**src/rtl/sseg_pkg.sv**
```systemverilog
// Shared types and constants for the four-digit seven-segment scanner.
package sseg_pkg;

    typedef enum logic [1:0] {IDLE, SHIFT, DONE} state_t;

    localparam logic [7:0] DEF_LO_ID = 8'h81;
    localparam logic [7:0] DEF_HI_ID = 8'h82;

    localparam int BIN_W = 16;
    localparam int BCD_W = 20;

    // Active-low segment patterns, bit 0 = a ... bit 6 = g
    localparam logic [6:0] SEG_0     = 7'b1000000;
    localparam logic [6:0] SEG_1     = 7'b1111001;
    localparam logic [6:0] SEG_2     = 7'b0100100;
    localparam logic [6:0] SEG_3     = 7'b0110000;
    localparam logic [6:0] SEG_4     = 7'b0011001;
    localparam logic [6:0] SEG_5     = 7'b0010010;
    localparam logic [6:0] SEG_6     = 7'b0000010;
    localparam logic [6:0] SEG_7     = 7'b1111000;
    localparam logic [6:0] SEG_8     = 7'b0000000;
    localparam logic [6:0] SEG_9     = 7'b0010000;
    localparam logic [6:0] SEG_DASH  = 7'b0111111;
    localparam logic [6:0] SEG_BLANK = 7'b1111111;

    function automatic logic [6:0] seg_of(input logic [3:0] d);
        case (d)
            4'd0:    return SEG_0;
            4'd1:    return SEG_1;
            4'd2:    return SEG_2;
            4'd3:    return SEG_3;
            4'd4:    return SEG_4;
            4'd5:    return SEG_5;
            4'd6:    return SEG_6;
            4'd7:    return SEG_7;
            4'd8:    return SEG_8;
            4'd9:    return SEG_9;
            default: return SEG_DASH;
        endcase
    endfunction

endpackage

```
**src/rtl/bin2bcd_seq.sv**
```systemverilog
// Sequential double-dabble converter: one shift per clock, restartable at any time.
module bin2bcd_seq
    import sseg_pkg::*;
(
    input  logic             clk,
    input  logic             rst_n,
    input  logic             start,
    input  logic [BIN_W-1:0] bin_in,
    output logic             busy,
    output logic             done,
    output logic [BCD_W-1:0] bcd_out
);

    localparam int CNT_W = $clog2(BIN_W + 1);

    state_t           state;
    logic [BIN_W-1:0] bin_q;
    logic [BCD_W-1:0] bcd_q;
    logic [BCD_W-1:0] bcd_adj;
    logic [CNT_W-1:0] cnt;

    always_comb begin
        bcd_adj = bcd_q;
        for (int i = 0; i < BCD_W / 4; i++) begin
            if (bcd_q[4*i +: 4] >= 4'd5)
                bcd_adj[4*i +: 4] = bcd_q[4*i +: 4] + 4'd3;
        end
    end

    // A start in any state wins: it restarts the conversion and suppresses done.
    always_ff @(posedge clk or negedge rst_n) begin
        if (!rst_n) begin
            state   <= IDLE;
            busy    <= 1'b0;
            done    <= 1'b0;
            bin_q   <= '0;
            bcd_q   <= '0;
            cnt     <= '0;
            bcd_out <= '0;
        end else begin
            done <= 1'b0;
            if (start) begin
                bin_q <= bin_in;
                bcd_q <= '0;
                cnt   <= CNT_W'(BIN_W);
                state <= SHIFT;
                busy  <= 1'b1;
            end else begin
                case (state)
                    IDLE: ;
                    SHIFT: begin
                        {bcd_q, bin_q} <= {bcd_adj, bin_q} << 1;
                        cnt            <= cnt - 1'b1;
                        if (cnt == CNT_W'(1))
                            state <= DONE;
                    end
                    DONE: begin
                        bcd_out <= bcd_q;
                        done    <= 1'b1;
                        state   <= IDLE;
                        busy    <= 1'b0;
                    end
                    default: begin
                        state <= IDLE;
                        busy  <= 1'b0;
                    end
                endcase
            end
        end
    end

endmodule

```
**src/rtl/sseg_scanner.sv**
```systemverilog
// MCU-port driven 4-digit decimal display with multiplexed scan.
// Define SSEG_BLANK_EN to blank leading zeros on digits 3..1.
module sseg_scanner
    import sseg_pkg::*;
#(
    parameter int         REFRESH_DIV = 50000,
    parameter logic [7:0] LO_ID       = DEF_LO_ID,
    parameter logic [7:0] HI_ID       = DEF_HI_ID
) (
    input  logic       CLK,
    input  logic       RESET_N,
    input  logic       IO_STRB,
    input  logic [7:0] PORT_ID,
    input  logic [7:0] OUT_PORT,
    output logic [6:0] SEG,
    output logic [3:0] an,
    output logic       BUSY
);

    localparam int RW = (REFRESH_DIV > 1) ? $clog2(REFRESH_DIV) : 1;

    logic [7:0]       lo_q;
    logic             commit;
    logic             conv_done;
    logic [BCD_W-1:0] conv_bcd;
    logic [BCD_W-1:0] disp_q;
    logic [RW-1:0]    ref_cnt;
    logic [1:0]       dig_idx;
    logic [3:0]       nib;
    logic             overflow;

    assign commit = IO_STRB && (PORT_ID == HI_ID);

    always_ff @(posedge CLK or negedge RESET_N) begin
        if (!RESET_N)
            lo_q <= '0;
        else if (IO_STRB && (PORT_ID == LO_ID))
            lo_q <= OUT_PORT;
    end

    bin2bcd_seq u_conv (
        .clk     (CLK),
        .rst_n   (RESET_N),
        .start   (commit),
        .bin_in  ({OUT_PORT, lo_q}),
        .busy    (BUSY),
        .done    (conv_done),
        .bcd_out (conv_bcd)
    );

    always_ff @(posedge CLK or negedge RESET_N) begin
        if (!RESET_N)
            disp_q <= '0;
        else if (conv_done)
            disp_q <= conv_bcd;
    end

    always_ff @(posedge CLK or negedge RESET_N) begin
        if (!RESET_N) begin
            ref_cnt <= '0;
            dig_idx <= '0;
        end else if (ref_cnt == RW'(REFRESH_DIV - 1)) begin
            ref_cnt <= '0;
            dig_idx <= dig_idx + 2'd1;
        end else begin
            ref_cnt <= ref_cnt + 1'b1;
        end
    end

    assign nib      = disp_q[{dig_idx, 2'b00} +: 4];
    assign overflow = |disp_q[BCD_W-1:16];

`ifdef SSEG_BLANK_EN
    // lead_zero[i]: digit i and every digit to its left are zero.
    logic [3:0] lead_zero;
    assign lead_zero[3] = (disp_q[15:12] == 4'd0);
    assign lead_zero[2] = lead_zero[3] && (disp_q[11:8] == 4'd0);
    assign lead_zero[1] = lead_zero[2] && (disp_q[7:4] == 4'd0);
    assign lead_zero[0] = 1'b0;
`endif

    always_comb begin
        an = ~(4'b0001 << dig_idx);
        if (overflow)
            SEG = SEG_DASH;
        else
            SEG = seg_of(nib);
`ifdef SSEG_BLANK_EN
        if (!overflow && lead_zero[dig_idx])
            SEG = SEG_BLANK;
`endif
    end

endmodule

```
**config.mk**
```make
export PLATFORM = sky130hd
export DESIGN_NAME = sseg_scanner
export DESIGN_NICKNAME = d
export VERILOG_FILES = /design/src/rtl/sseg_pkg.sv /design/src/rtl/bin2bcd_seq.sv /design/src/rtl/sseg_scanner.sv
export SDC_FILE = /design/constraint.sdc
export NUM_CORES = 1
export LEC_CHECK = 0
export ABC_AREA = 1
export CORE_MARGIN = 2
export CORE_UTILIZATION = 30
export CTS_CLUSTER_DIAMETER = 30
export CTS_CLUSTER_SIZE = 8
export DETAILED_ROUTE_END_ITERATION = 16
export PLACE_DENSITY = 0.58
export SETUP_SLACK_MARGIN = 0.4
export SYNTH_ARGS = -nofsm -noshare
export SYNTH_HDL_FRONTEND = slang
export SYNTH_HIERARCHICAL = 1
export SYNTH_SLANG_ARGS = --single-unit
```
**constraint.sdc**
```tcl
create_clock -name CLK -period 2.1 [get_ports CLK]
set_clock_uncertainty 0.15 [all_clocks]
set_input_delay 0.315 -clock CLK [delete_from_list [all_inputs] [get_ports CLK]]
set_output_delay 0.315 -clock CLK [all_outputs]
set_load 0.05 [all_outputs]
```
==> impl_metrics.csv, run 1 <==
group,metric,value,unit
yosys,syn_area,5630,sq um
yosys,yosysSeqAreaShare,0.493,
clocking,clock-root-buffer,"clkbuf_16",
setup_path,crit_arrival,1.85,ns
sta,layout_worst_path_cycle_share,1.10,
sta,rsz0062_at_grt,"yes",
place,routabilityCongestion,0.792,
yosys,synth_area_leader_cell,"dfrtp_1",
setup_path,reg2reg_depth,9,
drt,drc,0,
drt,via_per_inst,4.55,
drt,antenna_left,0,
run_status,violations,"setup timing",
yosys,async_reset_ff_frac,1.00,
power,leakage,3.56,nW
sta,tightestPinTransition,0.643,ns
drt,drt-total-wl,11800,microns
clocking,htree_levels,3,
floorplan,ios,31,
worst_hold_path,hold_path_class,"in2async",
yosys,ys_types,36,
final_layout,num-fill-cells,1869,
final_layout,n_antenna_cell,0,
setup_path,critPathKind,"reg2out",
drt,route.met3.wl,316,microns
clocking,cts_tree,"built",
yosys,yosys_register_bits,111,
yosys,synth_nets,709,
setup_path,timing.rr.start,"ref_cnt[0]",
global_route,grt_usage,0.126,
run_status,status,"finished with violations",
global_route,grt_pass1_wl,20700,microns
floorplan,die_h,141,microns
yosys,synth_cells,667,
setup_path,crit_fanout,7,
floorplan,start_util,0.303,
drt,top_layer,"met4",
floorplan,coreArea,18600,sq um
place,dp_hpwl,8200,microns
setup_path,worst_setup_path_end_kind,"output pin",
floorplan,num_rows,50,
clocking,clockBufferDepth,2,
sta,hold_viol_final,0,
floorplan,die-width,141,microns
global_route,antenna_found_initial,0,
yosys,yosys.area.top_type_share,0.493,
sta,slew_headroom,0.572,
setup_path,worst_path_most_repeated_cell,"nand3_4",
setup_path,slowest_stage,"dfrtp_2",
yosys,synth.area.top_cells,"dfrtp_1, nand2_1, nand3_1",
sta,fmax,432,MHz
drt,wl_per_cell,12.2,microns
yosys,synth-main-ff-cell,"dfrtp_1",
drt,drtIter0Drc,173,
yosys,yosysWarnings,6,
setup_path,reg2reg_to,"dig_idx[0]",
setup_path,cp.required,1.63,ns
yosys,synth.top_cells.by_count,"nand2_1, dfrtp_1, inv_1, nand3_1, nor2_1",
sta,setup_ws,-0.216,ns
clocking,cts_num_sinks,111,
final_layout,nets,772,
global_route,grt_pass1_vias,4331,
global_route,grt_start_max_net_pins,49,
drt,wl_met1,5630,microns
final_layout,layout-drive-gt1-share,0.237,
flow_run,maxCapViolCount,0,
sta,setup_violations,7,
setup_path,cp-start-kind,"flop",
drt,first_pass_iters,4,
yosys,synth_edf_count,0,
sta,min_period,2.32,ns
setup_path,worst_path_largest_cell_delay,0.49,ns
sta,hold_ws,0.292,ns
floorplan,die-area,19900,sq um
yosys,avgSynthCellArea,8.45,sq um
drt,num_vias,4413,
yosys,synth.most_common_cell,"nand2_1",
sta,tns,-1.24,ns
setup_path,path_cells,"inv_8 -> nand2_2 -> nand3_2 -> nand2_4 -> ha_4 -> nand3_4 -> nand3_4 -> nand3_4 -> buf_12",
final_layout,areaGrowthSynthToFinish,29.2,%
place,placement.io_buffers,30,
power,ir_drop,0.000606,V
clocking,insertion_delay,0.35,ns
global_route,grt_remaining_overflow,0,
setup_path,r2r_slack,0.58,ns
clocking,cts_made_buffers,9,
drt,wl_met2,5730,microns
power,p_per_area,1080,nW/um^2
sta,report.final.slew_viol_count,0,
clocking,cts.clk_slew.worst_paths,0.08,ns
worst max-delay path: cells and delay by family, from the launching register on:
family	cells	cell delay, ns
buffers and inverters	2	0.25
AND/OR/NAND/NOR	6	0.49
flip-flops	1	0.49
adder cells (fa/ha/maj)	1	0.29
cell type report:
type                            instances  area (sq um)  area share
Clock buffer                           10           229      0.0314
Clock inverter                          6          90.1      0.0124
Inverter                               81           324      0.0445
Multi-Input combinational cell        458          2760       0.379
Sequential cell                       111          2780       0.382
Tap cell                              234           293      0.0402
Timing Repair Buffer                   69           805       0.111
metal layers:
metal	up-vias	GRT usage
li1	2279	-
met1	2065	0.172
met2	61	0.208
met3	8	0.0200
met4	0	0.0374
met5	-	0
sequential cells by signal, summed over array words and instances (netlist names), 5 cells and up:
register        count
disp_q             20
u_conv/bcd_out     20
u_conv/bcd_q       20
ref_cnt            16
u_conv/bin_q       16
lo_q                8
u_conv/cnt          5
repair_timing:
item,in CTS,in global routing
cloned,2,0
gates resized for setup,34,18
pin swaps,13,9
hold buffers,1,0
endpoints found under the hold margin,25,0
buffers inserted,14,2
endpoints found under the setup margin,72,23
worst max-delay path by stage:
stage                           from          endpoint  slack, ns  depth (start not counted)
final                     dig_idx[0]            SEG[3]      -0.22                          9
after global routing      dig_idx[0]            SEG[3]      -0.32                          9
after CTS                 dig_idx[0]            SEG[3]      -0.22                         10
after detailed placement  PORT_ID[3]  u_conv/bcd_q[12]      -0.09                          8
after global placement    PORT_ID[3]   u_conv/bcd_q[3]      -0.06                          8
after floorplan           dig_idx[0]            SEG[6]       0.20                          9
cell families after synthesis:
| kind of cell | after synthesis | synth area share |
|---|---|---|
| mux | 16 | 0.0320 |
| flops | 111 | 0.493 |
| compound gates | 61 | 0.0591 |
| fa+ha+maj | 23 | 0.0511 |
| simple gates | 352 | 0.283 |
| xor+xnor | 6 | 0.00933 |
| buf+inv | 98 | 0.0726 |
metrics by stage:
| step | instances | area [sq um] | utilization | total power, mW | setup slack, ns |
|---|---|---|---|---|---|
| final | 969 | 7280 | 0.392 | 7.88 | -0.216 |
| after global placement | 934 | 6660 | 0.359 | 5.80 | -0.0586 |
| after detailed placement | 934 | 6660 | 0.359 | 5.84 | -0.0857 |
| after CTS | 967 | 7230 | 0.389 | 7.96 | -0.217 |
| after global routing | 969 | 7280 | 0.392 | 8.51 | -0.323 |
| after floorplan | 667 | 5850 | - | 4.90 | 0.205 |
report_power, final:
group	switching (mW)	internal, mW
clock network	0.771	1.05
logic	1.78	1.27
registers	0.347	2.65
total	2.90	4.98
cell usage in the layout, fill, tap and decap left out, types with 7 or more instances in the layout:
cell type / n
nand3_2: 15
dlygate4sd2_1: 7
o21ai_1: 10
nor2_1: 41
ha_1: 15
buf_4: 27
dfrtp_1: 109
inv_1: 66
mux2_2: 16
nand4_1: 15
clkdlybuf4s50_1: 8
nand3_4: 9
nand2_1: 174
clkbuf_16: 9
inv_2: 9
nand2_2: 24
o21ai_0: 32
nand3_1: 50
buf_12: 16
No activity file was read; power rests on OpenSTA's default activity.
==> inputs of run 2 (changes only) <==
CORE_UTILIZATION = 40   (was 30)
PLACE_DENSITY = 0.69   (was 0.58)
==> impl_metrics.csv, run 2 (synthesized netlist as in run 1, its figures left out) <==
group,metric,value,unit
final_layout,nets,772,
floorplan,ios,31,
setup_path,path_cells,"inv_8 -> nand2_4 -> nand3_4 -> nand2_4 -> inv_4 -> buf_4 -> ha_4 -> nand3_4 -> a21oi_4 -> buf_12",
power,combPwrFrac,0.378,
clocking,cts_made_buffers,9,
floorplan,coreArea,13800,sq um
final_layout,final_common_cell,"nand2_1",
clocking,clock-root-buffer,"clkbuf_16",
setup_path,reg2reg_depth,8,
global_route,grt_pass1_vias,4536,
final_layout,layout-drive-gt1-share,0.234,
place,dp_hpwl,8060,microns
global_route,grt_pass1_wl,20200,microns
final_layout,fin_area,7280,sq um
final_layout,mostFrequentLayoutCells,"nand2_1, dfrtp_1, inv_1",
sta,setup_violations,7,
drt,drc,0,
global_route,grt_remaining_overflow,0,
final_layout,n_antenna_cell,0,
drt,num_vias,4572,
sta,fmax,427,MHz
place,routabilityCongestion,0.853,
sta,slew_headroom,0.554,
global_route,antenna_found_initial,0,
global_route,grt_start_max_net_pins,51,
drt,antenna_left,0,
floorplan,die-width,123,microns
final_layout,top_regs,"disp_q (20), u_conv/bcd_out (20), u_conv/bcd_q (20)",
clocking,htree_levels,3,
drt,drtIter0Drc,251,
clocking,insertion_delay,0.36,ns
place,place_inst,884,
setup_path,timing.rr.start,"ref_cnt[0]",
floorplan,num_rows,43,
setup_path,worst_path_largest_cell_delay,0.51,ns
clocking,cts_num_sinks,111,
final_layout,areaGrowthSynthToFinish,29.2,%
global_route,grt_usage,0.168,
setup_path,slowest_stage,"dfrtp_2",
run_status,violations,"setup timing",
place,placedInstanceArea,6610,sq um
power,p_per_area,1060,nW/um^2
setup_path,cp-start-kind,"flop",
power,internal-power,4.80,mW
final_layout,finalCoreUtilization,0.526,
final_layout,fin_cells,915,
sta,report.final.slew_viol_count,0,
power,p_switching,2.95,mW
clocking,cts_tree,"built",
clocking,cts.clk_slew.worst_paths,0.08,ns
setup_path,reg2reg_to,"ref_cnt[10]",
sta,setup_ws,-0.239,ns
setup_path,path_delay_family,"flip-flops",
drt,wl_per_cell,12.5,microns
power,clkPwrFrac,0.235,
run_status,status,"finished with violations",
sta,layout_worst_path_cycle_share,1.11,
setup_path,cp.required,1.63,ns
floorplan,start_util,0.407,
setup_path,critPathKind,"reg2out",
sta,rsz0062_at_grt,"yes",
setup_path,crit_fanout,7,
sta,tightestPinTransition,0.669,ns
sta,hold_viol_final,0,
floorplan,die-area,15100,sq um
worst_hold_path,hold_path_class,"in2async",
clocking,clockBufferDepth,2,
sta,min_period,2.34,ns
place,preCtsSetupSlack,-0.0657,ns
setup_path,r2r_slack,0.56,ns
drt,via_per_inst,5.00,
place,placement.io_buffers,30,
flow_run,maxCapViolCount,0,
power,seqPwrFrac,0.388,
setup_path,cp_num_buf_inv,4,
power,switching_share,0.381,
setup_path,worst_setup_path_end_kind,"output pin",
drt,drt-total-wl,11500,microns
power,total_power,7.74,mW
drt,first_pass_iters,5,
power,ir_drop,0.000579,V
setup_path,crit_arrival,1.87,ns
floorplan,die_h,123,microns
power,leakage,3.60,nW
==> run 2: changes by cell type in the layout (fill, tap and decap cells not counted), sizes merged <==
cell / change
clkdlybuf4s50: +3
dlygate4sd2: -6
bufinv: -1
inv: +2
clkdlybuf4s15: -1
clkinv: +1
clkbuf: -2
dlymetal6s2s: +5
clkinvlp: -1
==> run 2: how the worst max path moves through the flow <==
stage                          start               to  slack (ns)  cells after the start
after floorplan           dig_idx[0]           SEG[6]        0.20                      9
after global placement    PORT_ID[3]  u_conv/bcd_q[4]       -0.02                      8
after detailed placement  PORT_ID[3]  u_conv/bcd_q[3]       -0.07                      8
after CTS                 dig_idx[0]           SEG[0]       -0.26                     10
after global routing      dig_idx[0]           SEG[5]       -0.34                     11
final                     dig_idx[0]           SEG[6]       -0.24                     10
==> run 2: routing by layer <==
metal  routed length [microns]  vias to the layer above  GRT usage
met4                       131                        0     0.0517
met1                      5260                     2180      0.209
met5                         0                        -          0
li1                          -                     2270          -
met2                      5620                      111      0.286
met3                       446                       11     0.0418
==> run 2: area by class of cell <==
cell class	instances	area (sq um)
Tap cell	180	225
Multi-Input combinational cell	458	2830
Clock inverter	7	97.6
Inverter	81	327
Fill cell	1238	6550
Sequential cell	111	2780
Clock buffer	9	225
Timing Repair Buffer	69	800
==> run 2: per-stage QoR <==
| step | hold WS (ns) | setup TNS (ns) |
|---|---|---|
| 6_report | 0.231 | -1.50 |
| 5_1_grt | 0.260 | -2.25 |
| 4_1_cts | 0.228 | -1.61 |
| 3_5_place_dp | 0.0725 | -1.54 |
| 3_3_place_gp | 0.0700 | -0.190 |
| 2_1_floorplan | -0.131 | 0 |
==> run 2: timing repair <==
action,4_1_cts,5_1_grt
setup endpoints to repair,52,55
endpoints found under the hold margin,17,0
gates resized for setup,35,25
hold buffers,1,0
setup buffers,8,5
gates cloned,1,0
pin swaps,10,12
==> run 2: power groups by stage <==
stage	registers [mW]	logic, mW	clock network, mW
finish	3.00	2.93	1.82
global route	3.08	3.30	1.96
CTS	3.00	2.89	1.86
detailed placement	3.03	2.77	0
global placement	3.00	2.66	0
floorplan	2.96	1.94	0
